===== config.mk =====
export PLATFORM = sky130hd
export DESIGN_NAME = local_port_arbiter
export DESIGN_NICKNAME = d
export VERILOG_FILES = /design/src/rtl/local_port_arbiter_pkg.sv /design/src/rtl/local_port_arbiter_rr.sv /design/src/rtl/local_port_arbiter.sv
export SDC_FILE = /design/constraint.sdc
export NUM_CORES = 1
export LEC_CHECK = 0
export BUFFER_PORTS_ARGS = -buffer_cell sky130_fd_sc_hd__buf_4
export CAP_MARGIN = 40
export CORE_MARGIN = 2
export CORE_UTILIZATION = 50
export DETAILED_ROUTE_END_ITERATION = 10
export GPL_TIMING_DRIVEN = 0
export PLACE_DENSITY = 0.87
export SYNTH_ARGS = -nofsm -noshare
export SYNTH_HDL_FRONTEND = slang
export SYNTH_SLANG_ARGS = --single-unit

===== constraint.sdc =====
create_clock -name clk -period 6.63 [get_ports clk]
set_input_delay 1.989 -clock clk [delete_from_list [all_inputs] [get_ports clk]]
set_output_delay 1.989 -clock clk [all_outputs]
set_load 0.02 [all_outputs]

===== src/rtl/local_port_arbiter_pkg.sv =====
// Shared types and helpers for the local port arbiter.
//   LPA_DW      : default flit payload width
//   flit_t      : one buffered flit {last, data}
//   arb_state_t : arbitration state (IDLE between packets, LOCKED while a packet owns the port)
//   wrap_inc    : modulo increment used for the round-robin pointer
package local_port_arbiter_pkg;

    localparam int LPA_DW = 32;

    typedef struct packed {
        logic              last;
        logic [LPA_DW-1:0] data;
    } flit_t;

    typedef enum logic {
        IDLE   = 1'b0,
        LOCKED = 1'b1
    } arb_state_t;

    function automatic int wrap_inc(input int idx, input int n);
        return (idx + 1 >= n) ? 0 : idx + 1;
    endfunction

endpackage


===== src/rtl/local_port_arbiter_rr.sv =====
// Combinational round-robin search.
// Scans requests starting at i_ptr, wrapping modulo NUM_REQ, and reports the
// first set requester.
//   i_req  in   NUM_REQ  request vector
//   i_ptr  in   IDXW     index with highest priority this cycle
//   o_gnt  out  NUM_REQ  one-hot winner (0 when no request)
//   o_idx  out  IDXW     binary index of the winner
//   o_any  out  1        at least one request present
module local_port_arbiter_rr #(
    parameter int NUM_REQ = 4,
    parameter int IDXW    = $clog2(NUM_REQ)
) (
    input  logic [NUM_REQ-1:0] i_req,
    input  logic [IDXW-1:0]    i_ptr,
    output logic [NUM_REQ-1:0] o_gnt,
    output logic [IDXW-1:0]    o_idx,
    output logic               o_any
);

    always_comb begin
        int j;
        j     = 0;
        o_gnt = '0;
        o_idx = '0;
        o_any = 1'b0;
        for (int i = 0; i < NUM_REQ; i++) begin
            // i_ptr is always < NUM_REQ, so one conditional subtract wraps correctly
            j = int'(i_ptr) + i;
            if (j >= NUM_REQ) begin
                j = j - NUM_REQ;
            end
            if (!o_any && i_req[j]) begin
                o_any    = 1'b1;
                o_gnt[j] = 1'b1;
                o_idx    = IDXW'(j);
            end
        end
    end

endmodule


===== src/rtl/local_port_arbiter.sv =====
// Shares one router local input port among NUM_REQ packet producers.
// Round-robin arbitration locked per packet (head to tail), followed by a
// registered 2-entry output FIFO that decouples producers from router backpressure.
//   clk          in   1            clock
//   rstn         in   1            async active-low reset
//   req_valid_i  in   NUM_REQ      per-requester flit valid
//   req_data_i   in   NUM_REQ x DW per-requester flit payload
//   req_last_i   in   NUM_REQ      flit is packet tail
//   req_ready_o  out  NUM_REQ      per-requester accept (only the owner, only when buffer not full)
//   valid_o      out  1            flit available to router
//   data_o       out  DW           head flit payload (0 when buffer empty)
//   last_o       out  1            head flit tail marker (0 when buffer empty)
//   ready_i      in   1            router accepts head flit
//   grant_o      out  NUM_REQ      one-hot current owner, 0 when IDLE
//   busy_o       out  1            packet in progress or buffer non-empty
module local_port_arbiter
    import local_port_arbiter_pkg::*;
#(
    parameter  int NUM_REQ = 4,
    parameter  int DW      = LPA_DW,
    localparam int IDXW    = $clog2(NUM_REQ)
) (
    input  logic               clk,
    input  logic               rstn,
    input  logic [NUM_REQ-1:0] req_valid_i,
    input  logic [DW-1:0]      req_data_i [NUM_REQ],
    input  logic [NUM_REQ-1:0] req_last_i,
    output logic [NUM_REQ-1:0] req_ready_o,
    output logic               valid_o,
    output logic [DW-1:0]      data_o,
    output logic               last_o,
    input  logic               ready_i,
    output logic [NUM_REQ-1:0] grant_o,
    output logic               busy_o
);

    arb_state_t         r_state;
    logic [IDXW-1:0]    r_ptr;
    logic [IDXW-1:0]    r_owner;
    logic [NUM_REQ-1:0] r_grant;

    // FIFO storage: bit DW is the tail marker, bits DW-1:0 the payload
    logic [DW:0]        r_mem [2];
    logic               r_wr_sel;
    logic               r_rd_sel;
    logic [1:0]         r_count;

    logic [NUM_REQ-1:0] w_arb_gnt;
    logic [IDXW-1:0]    w_arb_idx;
    logic               w_arb_any;
    logic               w_full;
    logic               w_empty;
    logic               w_accept;
    logic               w_pop;
    logic [DW:0]        w_push_flit;
    logic [DW:0]        w_head;

    local_port_arbiter_rr #(
        .NUM_REQ (NUM_REQ),
        .IDXW    (IDXW)
    ) u_rr (
        .i_req (req_valid_i),
        .i_ptr (r_ptr),
        .o_gnt (w_arb_gnt),
        .o_idx (w_arb_idx),
        .o_any (w_arb_any)
    );

    // Full comes from the registered count only, so ready_i never reaches req_ready_o
    assign w_full      = (r_count == 2'd2);
    assign w_empty     = (r_count == 2'd0);
    assign w_accept    = (r_state == LOCKED) && req_valid_i[r_owner] && !w_full;
    assign w_push_flit = {req_last_i[r_owner], req_data_i[r_owner]};
    assign w_pop       = !w_empty && ready_i;
    assign w_head      = r_mem[r_rd_sel];

    // Arbitration FSM: IDLE picks an owner, LOCKED holds it until the tail flit is accepted
    always_ff @(posedge clk or negedge rstn) begin
        if (!rstn) begin
            r_state <= IDLE;
            r_ptr   <= '0;
            r_owner <= '0;
            r_grant <= '0;
        end else begin
            case (r_state)
                IDLE: begin
                    if (w_arb_any) begin
                        r_owner <= w_arb_idx;
                        r_grant <= w_arb_gnt;
                        r_state <= LOCKED;
                    end
                end
                LOCKED: begin
                    if (w_accept && req_last_i[r_owner]) begin
                        r_state <= IDLE;
                        r_grant <= '0;
                        r_ptr   <= IDXW'(wrap_inc(int'(r_owner), NUM_REQ));
                    end
                end
                default: begin
                    r_state <= IDLE;
                end
            endcase
        end
    end

    // FIFO pointers and occupancy
    always_ff @(posedge clk or negedge rstn) begin
        if (!rstn) begin
            r_wr_sel <= 1'b0;
            r_rd_sel <= 1'b0;
            r_count  <= 2'd0;
        end else begin
            if (w_accept) begin
                r_wr_sel <= ~r_wr_sel;
            end
            if (w_pop) begin
                r_rd_sel <= ~r_rd_sel;
            end
            case ({w_accept, w_pop})
                2'b10:   r_count <= r_count + 2'd1;
                2'b01:   r_count <= r_count - 2'd1;
                default: r_count <= r_count;
            endcase
        end
    end

    // FIFO payload needs no reset: it is only observed while the count says it is valid
    always_ff @(posedge clk) begin
        if (w_accept) begin
            r_mem[r_wr_sel] <= w_push_flit;
        end
    end

    assign req_ready_o = ((r_state == LOCKED) && !w_full) ? r_grant : '0;
    assign valid_o     = !w_empty;
    assign data_o      = w_empty ? '0 : w_head[DW-1:0];
    assign last_o      = !w_empty && w_head[DW];
    assign grant_o     = r_grant;
    assign busy_o      = (r_state == LOCKED) || !w_empty;

endmodule

# Word level (Yosys, flattened, before mapping)

Memory sizes are Yosys's and may differ from the RTL's.
Index checks and enable logic that the tools add are counted.

Reduce and logical (&&, ||, !) cells: 24
Shift operators: 0
Mux-type cells: 55
Equality and inequality tests: 5
Magnitude comparators: 15
$add $sub $neg: 10
Bitwise logic cells: 7
Multipliers: 0
Div/mod/pow operators: 0

Operators by type and width:

| cell                  | count |
|---|---|
| $mux 32               | 7 |
| $ge 32x1->1 const B   | 4 |
| $lt 32x4->1 const B   | 4 |
| $ge 32x4->1 const B   | 3 |
| $sub 32x4->32 const B | 3 |
| $bmux 32 s2           | 1 |
| $mux 4                | 7 |
| $mux 1                | 22 |
| $logic_and 1x1->1     | 13 |
| $bmux 1 s2            | 6 |
| $or 4x4->4            | 3 |
| $mux 2                | 5 |
| $demux 1 s2           | 4 |
| $pmux 4 s2            | 1 |
| $add 2x1->3 const B   | 2 |
| $add 2x2->3 const B   | 2 |
| $ge 3x3->1 const B    | 2 |
| $reduce_and 2->1      | 3 |
| $logic_not 1->1       | 5 |
| $eq 2x2->1 const B    | 2 |
| $ne 2x1->1 const B    | 2 |
| $pmux 2 s2            | 1 |
| $sub 2x3->4 const B   | 1 |
| $ge 2x3->1 const B    | 1 |
| other kinds (10)      | 12 |

Memories kept: 1
Output and inout bits: 43
Input bits: 139
Word-level logic and storage cells: 124
Bits in writable memories: 66
Bits in read-only memories: 0
Bits in registers: 13
Bits in latches: 0

Memory list:

| name  | words | bits a word | read ports | clocked after Yosys merged registers in | write ports | RTL line                 | RTL |
|---|---|---|---|---|---|---|---|
| r_mem | 2     | 33          | 1          | 0                                       | 1           | local_port_arbiter.sv:43 | `logic [DW:0] r_mem [2];` |

# Depth between registers and ports, before layout

Word-level depth: 17
Mapped depth: 10
Gate-level depth less buffers: 7

# Hierarchy

A second synthesis with hierarchy kept.

Cell total of the unflattened synthesis: 285
Area total of the unflattened synthesis: 4374.2 µm²

Modules (own cells, without submodules):

| module                | area each (µm²) | seq. area each (µm²) | instances | cells each |
|---|---|---|---|---|
| local_port_arbiter    | 3913.8          | 2307.2               | 1         | 237 |
| local_port_arbiter_rr | 460.4           | 0.0                  | 1         | 48 |

# Worst setup path before layout

OpenSTA, ideal clock, no wires.

Kind: input to register
From: in req_valid_i[2]
To: mem r_mem[0][0] in the netlist's numbering, enable pin
Arrival time: 3.903 ns
Setup slack: 2.304 ns
Cell stages on the path: 4
Setup time: 0.423 ns
Required time: 6.207 ns
Buffers on the path: 1
Cells stage by stage: buf_2 > mux4_2 > nand2_1 > nor2_1

Longest elaborated chain between the ends: 6

Ends and longest elaborated chain:

| item                           | RTL line                  | RTL |
|---|---|---|
| from (decl)                    | local_port_arbiter.sv:25  | `input logic [NUM_REQ-1:0] req_valid_i,` |
| $bmux 1 s2                     | local_port_arbiter.sv:72  | `assign w_accept = (r_state == LOCKED) && req_valid_i[r_owner] && !w_full;` |
| $mux 1 (not written as such)   | local_port_arbiter.sv:72  |  |
| $logic_and 1x1->1 (2 in a row) | local_port_arbiter.sv:72  |  |
| $mux 1                         | local_port_arbiter.sv:130 | `if (w_accept) begin` |
| $mux 1 (not written as such)   | local_port_arbiter.sv:131 | `r_mem[r_wr_sel] <= w_push_flit;` |
| to (decl)                      | local_port_arbiter.sv:43  |  |

Every way passes these cells. The select of a mux whose other input is x is not followed.

# Final worst setup path

From: reg r_count[0]
To: out data_o[16]

Longest elaborated chain between the ends: 2

Ends and longest elaborated chain:

| item                   | RTL line                  | RTL |
|---|---|---|
| from (decl)            | local_port_arbiter.sv:46  | `logic [1:0] r_count;` |
| from (signal assigned) | local_port_arbiter.sv:121 | `2'b10: r_count <= r_count + 2'd1;` |
| from (signal assigned) | local_port_arbiter.sv:122 | `2'b01: r_count <= r_count - 2'd1;` |
| from (signal assigned) | local_port_arbiter.sv:123 | `default: r_count <= r_count;` |
| $logic_not 2->1        | local_port_arbiter.sv:71  | `assign w_empty = (r_count == 2'd0);` |
| $mux 32                | local_port_arbiter.sv:137 | `assign data_o = w_empty ? '0 : w_head[DW-1:0];` |
| to (decl)              | local_port_arbiter.sv:30  | `output logic [DW-1:0] data_o,` |

Every way passes these cells.

==> impl_metrics.ini <==
[synth]
synth-main-ff-cell = edfxtp_1
syn_nets = 446
synth_edf_count = 66
synth_top_area_cell = edfxtp_1
async_flop_share_pct = 16.46
seq_area_frac_synth_pct = 52.42
yosys-top-cells-area = edfxtp_1 (45%), mux4_2 (19%), mux2i_1 (8.6%), dfrtp_1 (7.4%), nor2_1 (3.2%)
synthDistinctLibCells = 40
synth_top_area_share_pct = 45.03
synth.avg_cell_area_um2 = 14.62
ys_ff_latch = 79
syn_area_um2 = 4402
yosysWarnings = 0
netlist_instances = 301

[pwr]
p_total_w = 0.002999
power.leakage_nw = 2.612
p_seq_share_pct = 29.3
intPower_w = 0.001783
p_clk_share_pct = 12.2
p_switching_w = 0.001216
power_frac_comb_pct = 58.5
max-vdd-ir-drop_mv = 0.2511
cellPowerDensity_nw_per_um2 = 489.7
p_sw_share_pct = 40.54

[finish]
final_common_cell = buf_4
fillers = 597
area_growth_pct = 39.14
layout_common_cells = buf_4 (181), edfxtp_1 (66), mux4_2 (38), mux2i_1 (38), nor2_1 (37)
final_area_um2 = 6125
antenna_cells = 0
final_nets = 639
layout-drive-gt1-share_pct = 50.80

[global_routing]
grtUsageMet2_pct = 44.73
grt_max_degree = 34
top_usage_layer = met2
antenna_found_initial = 0
grt_usage_pct = 24.39
use_met3_pct = 3.508
grt_pass1_wl_um = 18080
grt_pass1_vias = 3504
use_met1_pct = 29.48
overflow = 0

[critical_path]
crit_path_frequent_cell = nor2_1
end_kind = output port
crit_family = buffers and inverters
crit_chain = nor2_1 -> clkbuf_1 -> nor2_1 -> buf_4
worstSetupPathType = flip-flop to output port
arrival_ns = 2.04
cp-startpoint = r_count[0]
cp_slowest_cell = nor2_1
crit_path_start_kind = flip-flop
crit_buf_inv = 2
max_stage_delay_ns = 0.48
r2r_start = r_ptr[1]
crit_fanout = 10
worstPathRequired_ns = 4.64

[timing]
fin_setup_tns_ns = 0
maxSlewHeadroom_pct = 46.53
hold_viol = 0
finalWorstSetupSlack_ns = 2.599
fin_worst_skew_ns = 0.008003
finalSetupViolCount = 0
finalCritPeriodShare_pct = 60.80
rsz0062_at_grt = false
tightest_slew_ns = 0.8021
fmax_mhz = 248.1
drv_slew = 0
layout_min_cycle_time_ns = 4.031

[clock_network]
post_cts_buffers = 0
cts_max_level = 3
cts_sinks = 79
insertion_delay_ns = 0.34
cts_tree = yes
clkTransAtPathRegs_ns = 0.07
cts_hold_buf = 0
cts_root_buffer = clkbuf_8
postCtsResizedCells = 0
numCtsBuffers = 9
cts_buffer_depth = 2

[detailed_routing]
antenna_left = 0
routed_wl_um = 11970
drc = 0
drtIter0Drc = 169
drt-pass1-iter-count = 4
vias_per_cell = 5.744
num_vias = 3481
avgRoutedWirePerCell_um = 19.75

[floorplan]
core_area_um2 = 8636
die_y_um = 97.83
dieArea_um2 = 9570
die_w_um = 97.83
start_util_pct = 50.97
rows = 34
ios = 182

[hold_path]
min_path_type = flip-flop to flip-flop
min_from = r_count[1]

[flow_run]
cap_violations = 0

[placement]
portBuffers = 181
placed_area_um2 = 5924
dp_hpwl_um = 9169
dpl_worst_slack_ns = 2.944
gp_congestion = 0.8555

[status]
status = finished, final reports clean
==> final timing paths <==
path                       slack [ns]  cells past startpoint    endpoint
max in group asynchronous        4.99                      1  r_count[1]
min in group asynchronous        1.48                      1    r_wr_sel
setup / recovery                 2.60                      4  data_o[16]
hold reg to reg                  0.53                      1  r_count[1]
hold / removal                   0.53                      1  r_count[1]
setup reg to reg                 3.95                      9  grant_o[2]
==> cell usage after synthesis, drive strengths merged (5+ instances only) <==
library cell,n
edfxtp,66
mux2i,38
a22oi,5
buf,13
o22ai,8
nand2b,6
nor2,39
clkbuf,9
ha,6
mux4,38
inv,5
and3,5
nand2,7
dfrtp,13
a21oi,12
==> flip-flops by register name (all words and copies together) (netlist names) <==
name      cells
r_state       1
r_count       2
r_wr_sel      1
r_owner       2
grant_o       4
r_mem        66
r_rd_sel      1
r_ptr         2
==> per-layer routing <==
metal | wire, um | vias to the layer above
met3 | 976 | 17
met5 | 0 | -
li1 | - | 1569
met2 | 6593 | 195
met1 | 4213 | 1700
met4 | 183 | 0
==> layout make-up <==
| type | instances | area [um2] | area share [%] |
|---|---|---|---|
| plain buffers | 22 | 113.9 | 1.859 |
| clock buffers | 9 | 123.9 | 2.022 |
| clock inverters | 6 | 76.32 | 1.246 |
| inverters | 5 | 18.77 | 0.3064 |
| multi-input cells | 195 | 1971 | 32.18 |
| flip-flops and latches | 79 | 2307 | 37.67 |
| well taps | 108 | 135.1 | 2.206 |
| repair buffers | 182 | 1379 | 22.51 |
==> logic make-up (layout without fill, tap and decap cells) <==
family / after synthesis / after routing / synth area share [%]
AOI/OAI and AO/OA: 39 / 39 / 6.055
xor gates and xnor gates: 5 / 5 / 0.9951
adders and majority gates: 6 / 6 / 1.705
buffers and inverters: 27 / 224 / 3.013
DFF: 79 / 79 / 52.42
muxes: 78 / 78 / 28.60
and+or+nand+nor: 67 / 67 / 7.220
==> power by group through the flow <==
stage	Combinational, W	Clock, W	Sequential, W
2_1_floorplan	0.00113	0	0.000884
4_1_cts	0.00176	0.000367	0.000879
5_1_grt	0.00186	0.000384	0.000896
6_report	0.00175	0.000365	0.000880
3_5_place_dp	0.00175	0	0.000887
3_3_place_gp	0.00168	0	0.000883
==> stage by stage <==
stage / util (%) / instances / hold WS (ns)
after floorplan: - / 301 / 0.4604
after global placement: 68.27 / 590 / 0.4778
after detailed placement: 68.60 / 591 / 0.5211
after CTS: 70.92 / 606 / 0.5306
after global routing: 70.92 / 606 / 0.5452
final: 70.92 / 606 / 0.5300
No activity file was read; power rests on OpenSTA's default activity.
